===== src/rtl/mac_flush_ctrl_if.sv =====
// Bundle of pipe-activity strobes, flush handshake and status lines shared by
// the MAC end-of-stream controller and the datapath around it.
interface mac_flush_ctrl_if #(
  parameter int LOG2_INTERMEDIATOR_DEPTH = 10
);
  logic                                eof;
  logic                                wr;
  logic                                mult_push;
  logic                                add_issue;
  logic                                add_push;
  logic                                flush_ready;
  logic                                stall;
  logic                                flush_valid;
  logic [LOG2_INTERMEDIATOR_DEPTH-1:0] flush_row;
  logic                                done;
  logic                                busy;
  logic                                err;

  modport master (
    input  eof, wr, mult_push, add_issue, add_push, flush_ready,
    output stall, flush_valid, flush_row, done, busy, err
  );

  modport slave (
    output eof, wr, mult_push, add_issue, add_push, flush_ready,
    input  stall, flush_valid, flush_row, done, busy, err
  );
endinterface


===== src/rtl/mac_flush_ctrl.sv =====
// End-of-stream sequencer for the MAC: tracks values in flight, waits for the
// pipes to settle after eof, then walks every intermediator row through a flush.
module mac_flush_ctrl #(
  parameter int INTERMEDIATOR_DEPTH      = 1024,
  parameter int LOG2_INTERMEDIATOR_DEPTH = 10,
  parameter int CNT_WIDTH                = 8,
  parameter int QUIET_CYCLES             = 4
) (
  input  logic            clk,
  input  logic            rst,
  mac_flush_ctrl_if.master bus
);

  localparam int QW = $clog2(QUIET_CYCLES + 1);
  localparam logic [QW-1:0] QUIET_LAST = QW'(QUIET_CYCLES - 1);
  localparam logic [LOG2_INTERMEDIATOR_DEPTH-1:0] LAST_ROW =
    LOG2_INTERMEDIATOR_DEPTH'(INTERMEDIATOR_DEPTH - 1);
  localparam logic [CNT_WIDTH-1:0] CNT_MAX = '1;

  typedef enum logic [1:0] {
    ST_RUN,
    ST_DRAIN,
    ST_FLUSH,
    ST_DONE
  } state_e;

  state_e                              state_q, state_d;
  logic [CNT_WIDTH-1:0]                mcnt_q, mcnt_d;
  logic [CNT_WIDTH-1:0]                acnt_q, acnt_d;
  logic [QW-1:0]                       q_q, q_d;
  logic [LOG2_INTERMEDIATOR_DEPTH-1:0] row_q, row_d;
  logic                                err_q, err_d;

  logic stall;
  logic pipe_quiet;
  logic mcnt_err, acnt_err;

  // Returns {error, next count}; a blocked over/underflow keeps the old count.
  function automatic logic [CNT_WIDTH:0] bump(input logic [CNT_WIDTH-1:0] c,
                                              input logic inc,
                                              input logic dec);
    logic [CNT_WIDTH:0] r;
    r = {1'b0, c};
    if (inc && !dec) begin
      if (c == CNT_MAX) r[CNT_WIDTH] = 1'b1;
      else              r = {1'b0, c + CNT_WIDTH'(1)};
    end else if (dec && !inc) begin
      if (c == '0) r[CNT_WIDTH] = 1'b1;
      else         r = {1'b0, c - CNT_WIDTH'(1)};
    end
    return r;
  endfunction

  assign stall      = (state_q != ST_RUN);
  assign pipe_quiet = (mcnt_q == '0) && (acnt_q == '0) &&
                      !(bus.wr || bus.mult_push || bus.add_issue || bus.add_push);

  always_comb begin
    state_d = state_q;
    q_d     = q_q;
    row_d   = row_q;
    {mcnt_err, mcnt_d} = bump(mcnt_q, bus.wr, bus.mult_push);
    {acnt_err, acnt_d} = bump(acnt_q, bus.add_issue, bus.add_push);
    err_d = err_q | mcnt_err | acnt_err | (bus.wr & stall);

    case (state_q)
      ST_RUN: begin
        if (bus.eof) begin
          state_d = ST_DRAIN;
          q_d     = '0;
        end
      end
      ST_DRAIN: begin
        if (!pipe_quiet) begin
          q_d = '0;
        end else if (q_q == QUIET_LAST) begin
          state_d = ST_FLUSH;
          q_d     = '0;
          row_d   = '0;
        end else begin
          q_d = q_q + QW'(1);
        end
      end
      ST_FLUSH: begin
        // The row register parks at 0 once the last row is accepted.
        if (bus.flush_ready) begin
          if (row_q == LAST_ROW) begin
            state_d = ST_DONE;
            row_d   = '0;
          end else begin
            row_d = row_q + LOG2_INTERMEDIATOR_DEPTH'(1);
          end
        end
      end
      ST_DONE: begin
        state_d = ST_RUN;
      end
      default: begin
        state_d = ST_RUN;
      end
    endcase
  end

  always_ff @(posedge clk) begin
    if (rst) begin
      state_q <= ST_RUN;
      mcnt_q  <= '0;
      acnt_q  <= '0;
      q_q     <= '0;
      row_q   <= '0;
      err_q   <= 1'b0;
    end else begin
      state_q <= state_d;
      mcnt_q  <= mcnt_d;
      acnt_q  <= acnt_d;
      q_q     <= q_d;
      row_q   <= row_d;
      err_q   <= err_d;
    end
  end

  assign bus.stall       = stall;
  assign bus.busy        = stall;
  assign bus.flush_valid = (state_q == ST_FLUSH);
  assign bus.flush_row   = row_q;
  assign bus.done        = (state_q == ST_DONE);
  assign bus.err         = err_q;

endmodule

===== src/flat_wrapper.sv =====
// flat-port wrapper written by rule: the top's interface ports become plain ports
module mac_flush_ctrl_flat 
#(
  parameter int INTERMEDIATOR_DEPTH      = 1024,
  parameter int LOG2_INTERMEDIATOR_DEPTH = 10,
  parameter int CNT_WIDTH                = 8,
  parameter int QUIET_CYCLES             = 4
)
  (clk, rst, bus_eof, bus_wr, bus_mult_push, bus_add_issue, bus_add_push, bus_flush_ready, bus_stall, bus_flush_valid, bus_flush_row, bus_done, bus_busy, bus_err);
  mac_flush_ctrl_if #(.LOG2_INTERMEDIATOR_DEPTH(LOG2_INTERMEDIATOR_DEPTH)) bus_i ();
  input  logic clk;
  input  logic rst;
  input wire logic [$bits(bus_i.eof)-1:0] bus_eof;
  input wire logic [$bits(bus_i.wr)-1:0] bus_wr;
  input wire logic [$bits(bus_i.mult_push)-1:0] bus_mult_push;
  input wire logic [$bits(bus_i.add_issue)-1:0] bus_add_issue;
  input wire logic [$bits(bus_i.add_push)-1:0] bus_add_push;
  input wire logic [$bits(bus_i.flush_ready)-1:0] bus_flush_ready;
  output wire logic [$bits(bus_i.stall)-1:0] bus_stall;
  output wire logic [$bits(bus_i.flush_valid)-1:0] bus_flush_valid;
  output wire logic [$bits(bus_i.flush_row)-1:0] bus_flush_row;
  output wire logic [$bits(bus_i.done)-1:0] bus_done;
  output wire logic [$bits(bus_i.busy)-1:0] bus_busy;
  output wire logic [$bits(bus_i.err)-1:0] bus_err;
  assign bus_i.eof = bus_eof;
  assign bus_i.wr = bus_wr;
  assign bus_i.mult_push = bus_mult_push;
  assign bus_i.add_issue = bus_add_issue;
  assign bus_i.add_push = bus_add_push;
  assign bus_i.flush_ready = bus_flush_ready;
  assign bus_stall = bus_i.stall;
  assign bus_flush_valid = bus_i.flush_valid;
  assign bus_flush_row = bus_i.flush_row;
  assign bus_done = bus_i.done;
  assign bus_busy = bus_i.busy;
  assign bus_err = bus_i.err;
  mac_flush_ctrl #(.INTERMEDIATOR_DEPTH(INTERMEDIATOR_DEPTH), .LOG2_INTERMEDIATOR_DEPTH(LOG2_INTERMEDIATOR_DEPTH), .CNT_WIDTH(CNT_WIDTH), .QUIET_CYCLES(QUIET_CYCLES)) u_core (.clk(clk), .rst(rst), .bus(bus_i));
endmodule

===== config.mk =====
export PLATFORM = sky130hd
export DESIGN_NAME = mac_flush_ctrl_flat
export DESIGN_NICKNAME = d
export VERILOG_FILES = /design/src/rtl/mac_flush_ctrl_if.sv /design/src/rtl/mac_flush_ctrl.sv /design/src/flat_wrapper.sv
export SDC_FILE = /design/constraint.sdc
export NUM_CORES = 1
export LEC_CHECK = 0
export BUFFER_PORTS_ARGS = -buffer_cell sky130_fd_sc_hd__buf_4
export CAP_MARGIN = 0
export CORE_MARGIN = 2
export CORE_UTILIZATION = 50
export CTS_CLUSTER_SIZE = 20
export DETAILED_ROUTE_END_ITERATION = 10
export PLACE_DENSITY = 0.73
export SYNTH_ARGS = -nofsm -noshare
export SYNTH_HDL_FRONTEND = slang
export SYNTH_SLANG_ARGS = --single-unit

===== constraint.sdc =====
create_clock -name clk -period 2.9 [get_ports clk]
set_clock_uncertainty 0.15 [all_clocks]
set_input_delay 0.58 -clock clk [delete_from_list [all_inputs] [get_ports clk]]
set_output_delay 0.58 -clock clk [all_outputs]
set_load 0.02 [all_outputs]

==> flow_summary.ini, run 1 <==
[run_status]
status = finished, final reports clean

[sta]
tightest_slew_ns = 0.615
relSlewSlack_pct = 58.7
tns_ns = 0
final_max_slew_viol_count = 0
fmax_mhz = 386
rsz0062_at_grt = no
timing.hold.ws_ns = 0.323
fin_ws_ns = 0.312
period_needed_ns = 2.59
period_share_pct = 89.2
hold_viol = 0
finalSetupViolCount = 0

[floorplan]
start_util_pct = 51.7
die_h_microns = 71.1
std_cell_rows = 24
ioPinCount = 23
core-area_sq_um = 4350
die_area_sq_um = 5050
die_w_microns = 71.1

[global_routing]
grt_overflow = 0
grtUsageTotal_pct = 21.2
grt_max_degree = 29
grt_pass1_vias = 1968
antenna_found_initial = 0
grt_pass1_wl_microns = 8820

[critical_path]
worst-r2r-setup-slack_ns = 0.31
reg2reg_from = u_core.acnt_q[0]
critical_path_required_ns = 2.97
reg2reg_depth = 7
path_class = reg -> reg
startpoint = u_core.acnt_q[0]
crit_arrival_ns = 2.65
cp_max_fo = 13
end_kind = register
worst_setup_path_start_kind = register
r2r-end = u_core.bus.flush_row[7]

[route]
drc = 0
drtAntennaViolNets = 0
dr.pass1.iters = 5
routedWlPerCell_microns = 14.2
drt_iter0_markers = 204
routed_wl_microns = 5130
vias = 2157
via_per_inst = 5.98

[pwr]
seqPwrFrac_pct = 35.3
powerDensity_nw_per_um2 = 597
combPwrFrac_pct = 41.0
power_frac_clock_pct = 23.7
vdd_drop_max_v = 0.000382
p_switching_uw = 584
switching_share_pct = 38.8
intPower_uw = 923
leakagePower_nw = 0.964

[logic_synthesis]
synth_seq_cells = 32
syn_area_per_cell_sq_um = 7.74
syn_area_sq_um = 2250
yosys_warnings = 0
synth_cells = 291
ys_seq_area_share_pct = 28.5
synth-xor-area-share_pct = 2.72
synth_mux_area_share_pct = 1.45
synth_nets = 311
synth_compound_area_share_pct = 24.7
synth_flop_cell = dfxtp_1
async_flop_share_pct = 0
ys_types = 58
synth_adder_area_share_pct = 6.67
synthSimpleGateAreaFrac_pct = 29.6
synth_edf_count = 0
synth_top_family_by_area = simple AND/OR/NAND/NOR gates

[worst_hold_path]
hold_depth = 2
hold_start = u_core.q_q[0]
hold_path_class = reg -> reg
hold_path_end = u_core.q_q[0]

[placed_design]
placed_area_sq_um = 2430
gp_congestion = 0.867
placed_cells = 353
hpwl_microns = 3650
port_buffers = 22
dp_slack_ns = 0.276

[clock_tree]
cts_buffer_depth = 2
path_clk_slew_ns = 0.06
cts_hold_buf = 0
clock-root-buffer = clkbuf_8
cts_tree = yes
clock-sinks = 32
htreeDepth = 2
post_cts_resized = 0
cts_setup_buffers = 0
clk_latency_ns = 0.28
cts_buffers = 5

[cells_and_area]
finalNetCount = 328
fin_cells = 361
syn_to_final_growth_pct = 12.2
design_area_sq_um = 2530
drive_gt1_share_pct = 13.9
fill_cells = 393
antenna_cells = 0

[run]
max_cap_violations = 0
[metrics by stage]
| step | utilization, % | power, mW |
|---|---|---|
| 3_5_place_dp | 55.9 | 1.15 |
| 2_1_floorplan | - | 1.01 |
| 5_1_grt | 58.0 | 1.61 |
| 3_3_place_gp | 55.9 | 1.14 |
| 4_1_cts | 58.0 | 1.52 |
| 6_report | 58.0 | 1.51 |
[final cells by class]
type | instances | area (sq um) | area share [%]
Inverter | 16 | 60.1 | 2.38
Sequential cell | 32 | 641 | 25.4
Timing Repair Buffer | 27 | 203 | 8.02
Multi-Input combinational cell | 226 | 1470 | 58.0
Tap cell | 52 | 65.1 | 2.58
Clock buffer | 6 | 82.6 | 3.27
Clock inverter | 2 | 10.0 | 0.396
[cells in the mapped netlist, drive strengths merged (3+ instances only)]
cell	n	area share, %
a211oi	3	1.0
a21oi	27	6.2
a22o	3	1.2
a311oi	4	1.6
buf	5	1.8
clkbuf	12	2.0
dfxtp	32	28
ha	12	6.7
inv	16	2.7
nand2	23	3.8
nand2b	7	1.9
nand3	17	3.8
nand4	5	1.4
nor2	24	4.0
nor2b	12	3.3
nor3	9	2.0
o21ai	13	2.9
o22ai	5	1.4
or3	6	1.7
or4	4	1.3
xor2	5	1.9
[per-layer routing]
metal	track usage (%)	share of wire, %
met5	0	0
met4	7.76	1.6
met3	4.99	5.7
met2	34.0	46
met1	27.8	47
[critical path: stages, from the launching register on]
cell and delay, ns:
dfxtp_1 0.35, inv_1 0.08, ha_1 0.20, or4b_4 0.53
nor4_4 0.31, a21oi_2 0.20, or4_1 0.54, a21oi_1 0.15
[flip-flops by register name, indices dropped and copies added, names as in the netlist]
signal and flops:
u_core.acnt_q 8, u_core.bus.err 1, u_core.bus.flush_row 10, u_core.mcnt_q 8
u_core.q_q 3, u_core.state_q 2
[logic make-up after synthesis]
group | count (synthesis)
simple gates | 123
compound gates | 81
buf+inv | 33
flops | 32
fa+ha+maj | 12
xor+xnor | 7
mux | 3
[cells in the final DEF (no fill, tap or decap), types with 3 or more instances in the layout]
master / count
a311oi_1: 4
o21ai_0: 8
nor2_1: 24
inv_1: 16
ha_1: 12
o21ai_1: 5
nor3_1: 9
o22ai_1: 5
nand2b_1: 7
nand2_1: 23
nand3_1: 17
xor2_1: 5
a21oi_1: 26
buf_4: 27
or4_1: 4
a22o_1: 3
clkbuf_8: 6
nor2b_1: 12
nand4_1: 5
or3_1: 6
dfxtp_1: 32
a211oi_1: 3
[worst max-delay path by stage]
stage	end	slack (ns)	cells past startpoint
5_1_grt	u_core.bus.flush_row[7]	0.18	7
3_3_place_gp	u_core.bus.flush_row[7]	0.31	6
6_report	u_core.bus.flush_row[7]	0.31	7
4_1_cts	u_core.bus.flush_row[7]	0.32	7
3_5_place_dp	u_core.bus.flush_row[7]	0.28	6
2_1_floorplan	u_core.bus.flush_row[3]	0.51	9
[power by group through the flow]
| stage | registers (mW) | clock network (mW) | logic [mW] |
|---|---|---|---|
| floorplan | 0.523 | 0 | 0.492 |
| global placement | 0.538 | 0 | 0.606 |
| detailed placement | 0.539 | 0 | 0.614 |
| CTS | 0.531 | 0.370 | 0.617 |
| global route | 0.538 | 0.387 | 0.687 |
| finish | 0.532 | 0.357 | 0.618 |
Power figures use the tool's default switching activity.
==> run 2: changes to the inputs <==
--- a/config.mk
+++ b/config.mk
@@ -12,6 +12,7 @@
 export CTS_CLUSTER_SIZE = 20
 export DETAILED_ROUTE_END_ITERATION = 10
 export PLACE_DENSITY = 0.73
+export REMOVE_ABC_BUFFERS = 1
 export SYNTH_ARGS = -nofsm -noshare
 export SYNTH_HDL_FRONTEND = slang
 export SYNTH_SLANG_ARGS = --single-unit
==> flow_summary.ini, run 2 (synthesized netlist as in run 1, its figures left out) <==
[run_status]
status = finished, final reports clean

[pwr]
leakagePower_nw = 0.979
finalPower_mw = 1.59
vdd_drop_max_v = 0.000495
powerDensity_nw_per_um2 = 622

[sta]
tightest_slew_ns = 0.637
relSlewSlack_pct = 57.2
tns_ns = 0
period_needed_ns = 2.60
finalSetupViolCount = 0
period_share_pct = 89.6
rsz0062_at_grt = no
hold_viol = 0
fmax_mhz = 385
final_max_slew_viol_count = 0
fin_ws_ns = 0.301

[route]
drc = 0
dr.pass1.iters = 6
drtAntennaViolNets = 0
via_per_inst = 6.06
routed_wl_microns = 5180
drt_iter0_markers = 216
routedWlPerCell_microns = 14.3
vias = 2198

[floorplan]
ioPinCount = 23
core-area_sq_um = 4350
std_cell_rows = 24
die_h_microns = 71.1
start_util_pct = 51.7
die_w_microns = 71.1
die_area_sq_um = 5050

[clock_tree]
clk_latency_ns = 0.29
cts_setup_buffers = 0
clock-sinks = 32
cts_buffer_depth = 2
clock-root-buffer = clkbuf_8
post_cts_resized = 0
cts_tree = yes
htreeDepth = 2
cts_buffers = 5
path_clk_slew_ns = 0.07
cts_hold_buf = 0

[global_routing]
grt_pass1_wl_microns = 8780
grt_overflow = 0
grt_pass1_vias = 1953
grt_max_degree = 29
antenna_found_initial = 0
grtUsageTotal_pct = 21.3

[cells_and_area]
final_cell_mix = 32 x dfxtp_1, 29 x buf_4, 26 x a21oi_1
largest_reg_flops = 10
design_area_sq_um = 2560
syn_to_final_growth_pct = 13.6
final_common_cell = dfxtp_1
antenna_cells = 0
drive_gt1_share_pct = 14.1
finalNetCount = 330

[critical_path]
reg2reg_from = u_core.acnt_q[0]
cp_top_family = simple AND/OR/NAND/NOR gates
cp-endpoint = u_core.bus.flush_row[7]
worst-r2r-setup-slack_ns = 0.30
r2r-end = u_core.bus.flush_row[7]
cp_max_fo = 13
worst_setup_path_start_kind = register
end_kind = register
slowest_stage = or4b_4
reg2reg_depth = 7
cp.depth = 7
slowest_delay_ns = 0.54
crit_arrival_ns = 2.67
path_cells = inv_1 > ha_1 > or4b_4 > nor4_4 > a21oi_2 > or4_1 > a21oi_1
startpoint = u_core.acnt_q[0]
path_class = reg -> reg
critical_path_required_ns = 2.97
crit_buf_inv = 1

[placed_design]
dp_slack_ns = 0.256
placed_area_sq_um = 2450
port_buffers = 22
gp_congestion = 0.899
hpwl_microns = 3690

[run]
max_cap_violations = 0

[worst_hold_path]
hold_path_class = reg -> reg
hold_depth = 2
## run 2: cell types whose count changed in the layout (fill, tap and decap cells not counted)
cell       previous run  this run
buf_4                27        29
bufinv_16             0         1
clkbuf_1              0         1
clkbuf_8              6         5
clkinv_2              2         1
## run 2: report_power, final
part	switching (mW)	internal (mW)	total, mW
sequential	0.0502	0.478	0.529
combinational	0.374	0.257	0.631
clock	0.176	0.255	0.431
total	0.600	0.990	1.59
## run 2: worst min-delay path by stage
stage | to | start | slack (ns)
after floorplan | u_core.q_q[1] | u_core.q_q[1] | 0.28
after CTS | u_core.q_q[1] | u_core.q_q[1] | 0.31
after detailed placement | u_core.q_q[1] | u_core.q_q[1] | 0.30
final | u_core.q_q[1] | u_core.q_q[1] | 0.31
after global routing | u_core.q_q[2] | u_core.q_q[2] | 0.33
after global placement | u_core.q_q[1] | u_core.q_q[1] | 0.30
## run 2: per-stage QoR
| step | hold WS (ns) | instances | utilization, % |
|---|---|---|---|
| floorplan | 0.280 | 274 | - |
| global placement | 0.298 | 355 | 56.2 |
| detailed placement | 0.301 | 355 | 56.2 |
| CTS | 0.309 | 363 | 58.7 |
| global route | 0.334 | 363 | 58.7 |
| finish | 0.309 | 363 | 58.7 |
## run 2: final cells by class
| type | instances | area (sq um) |
|---|---|---|
| fillers | 398 | 1800 |
| multi-input cells | 226 | 1470 |
| flip-flops and latches | 32 | 641 |
| repair buffers | 29 | 218 |
| clock buffers | 6 | 72.6 |
| well taps | 52 | 65.1 |
| inverters | 16 | 60.1 |
| clock inverters | 2 | 35.0 |
## run 2: layer usage
metal,up-vias,GRT usage [%],share of wire [%]
met5,-,0,0
met4,0,5.66,1.0
li1,1101,-,-
met1,1011,28.5,46
met2,78,34.4,47
met3,8,5.13,5.6
## run 2: worst min-delay path: stages, from the launching register on
cell,delay (ns)
dfxtp_1,0.31
nand2_1,0.05
a21oi_1,0.05
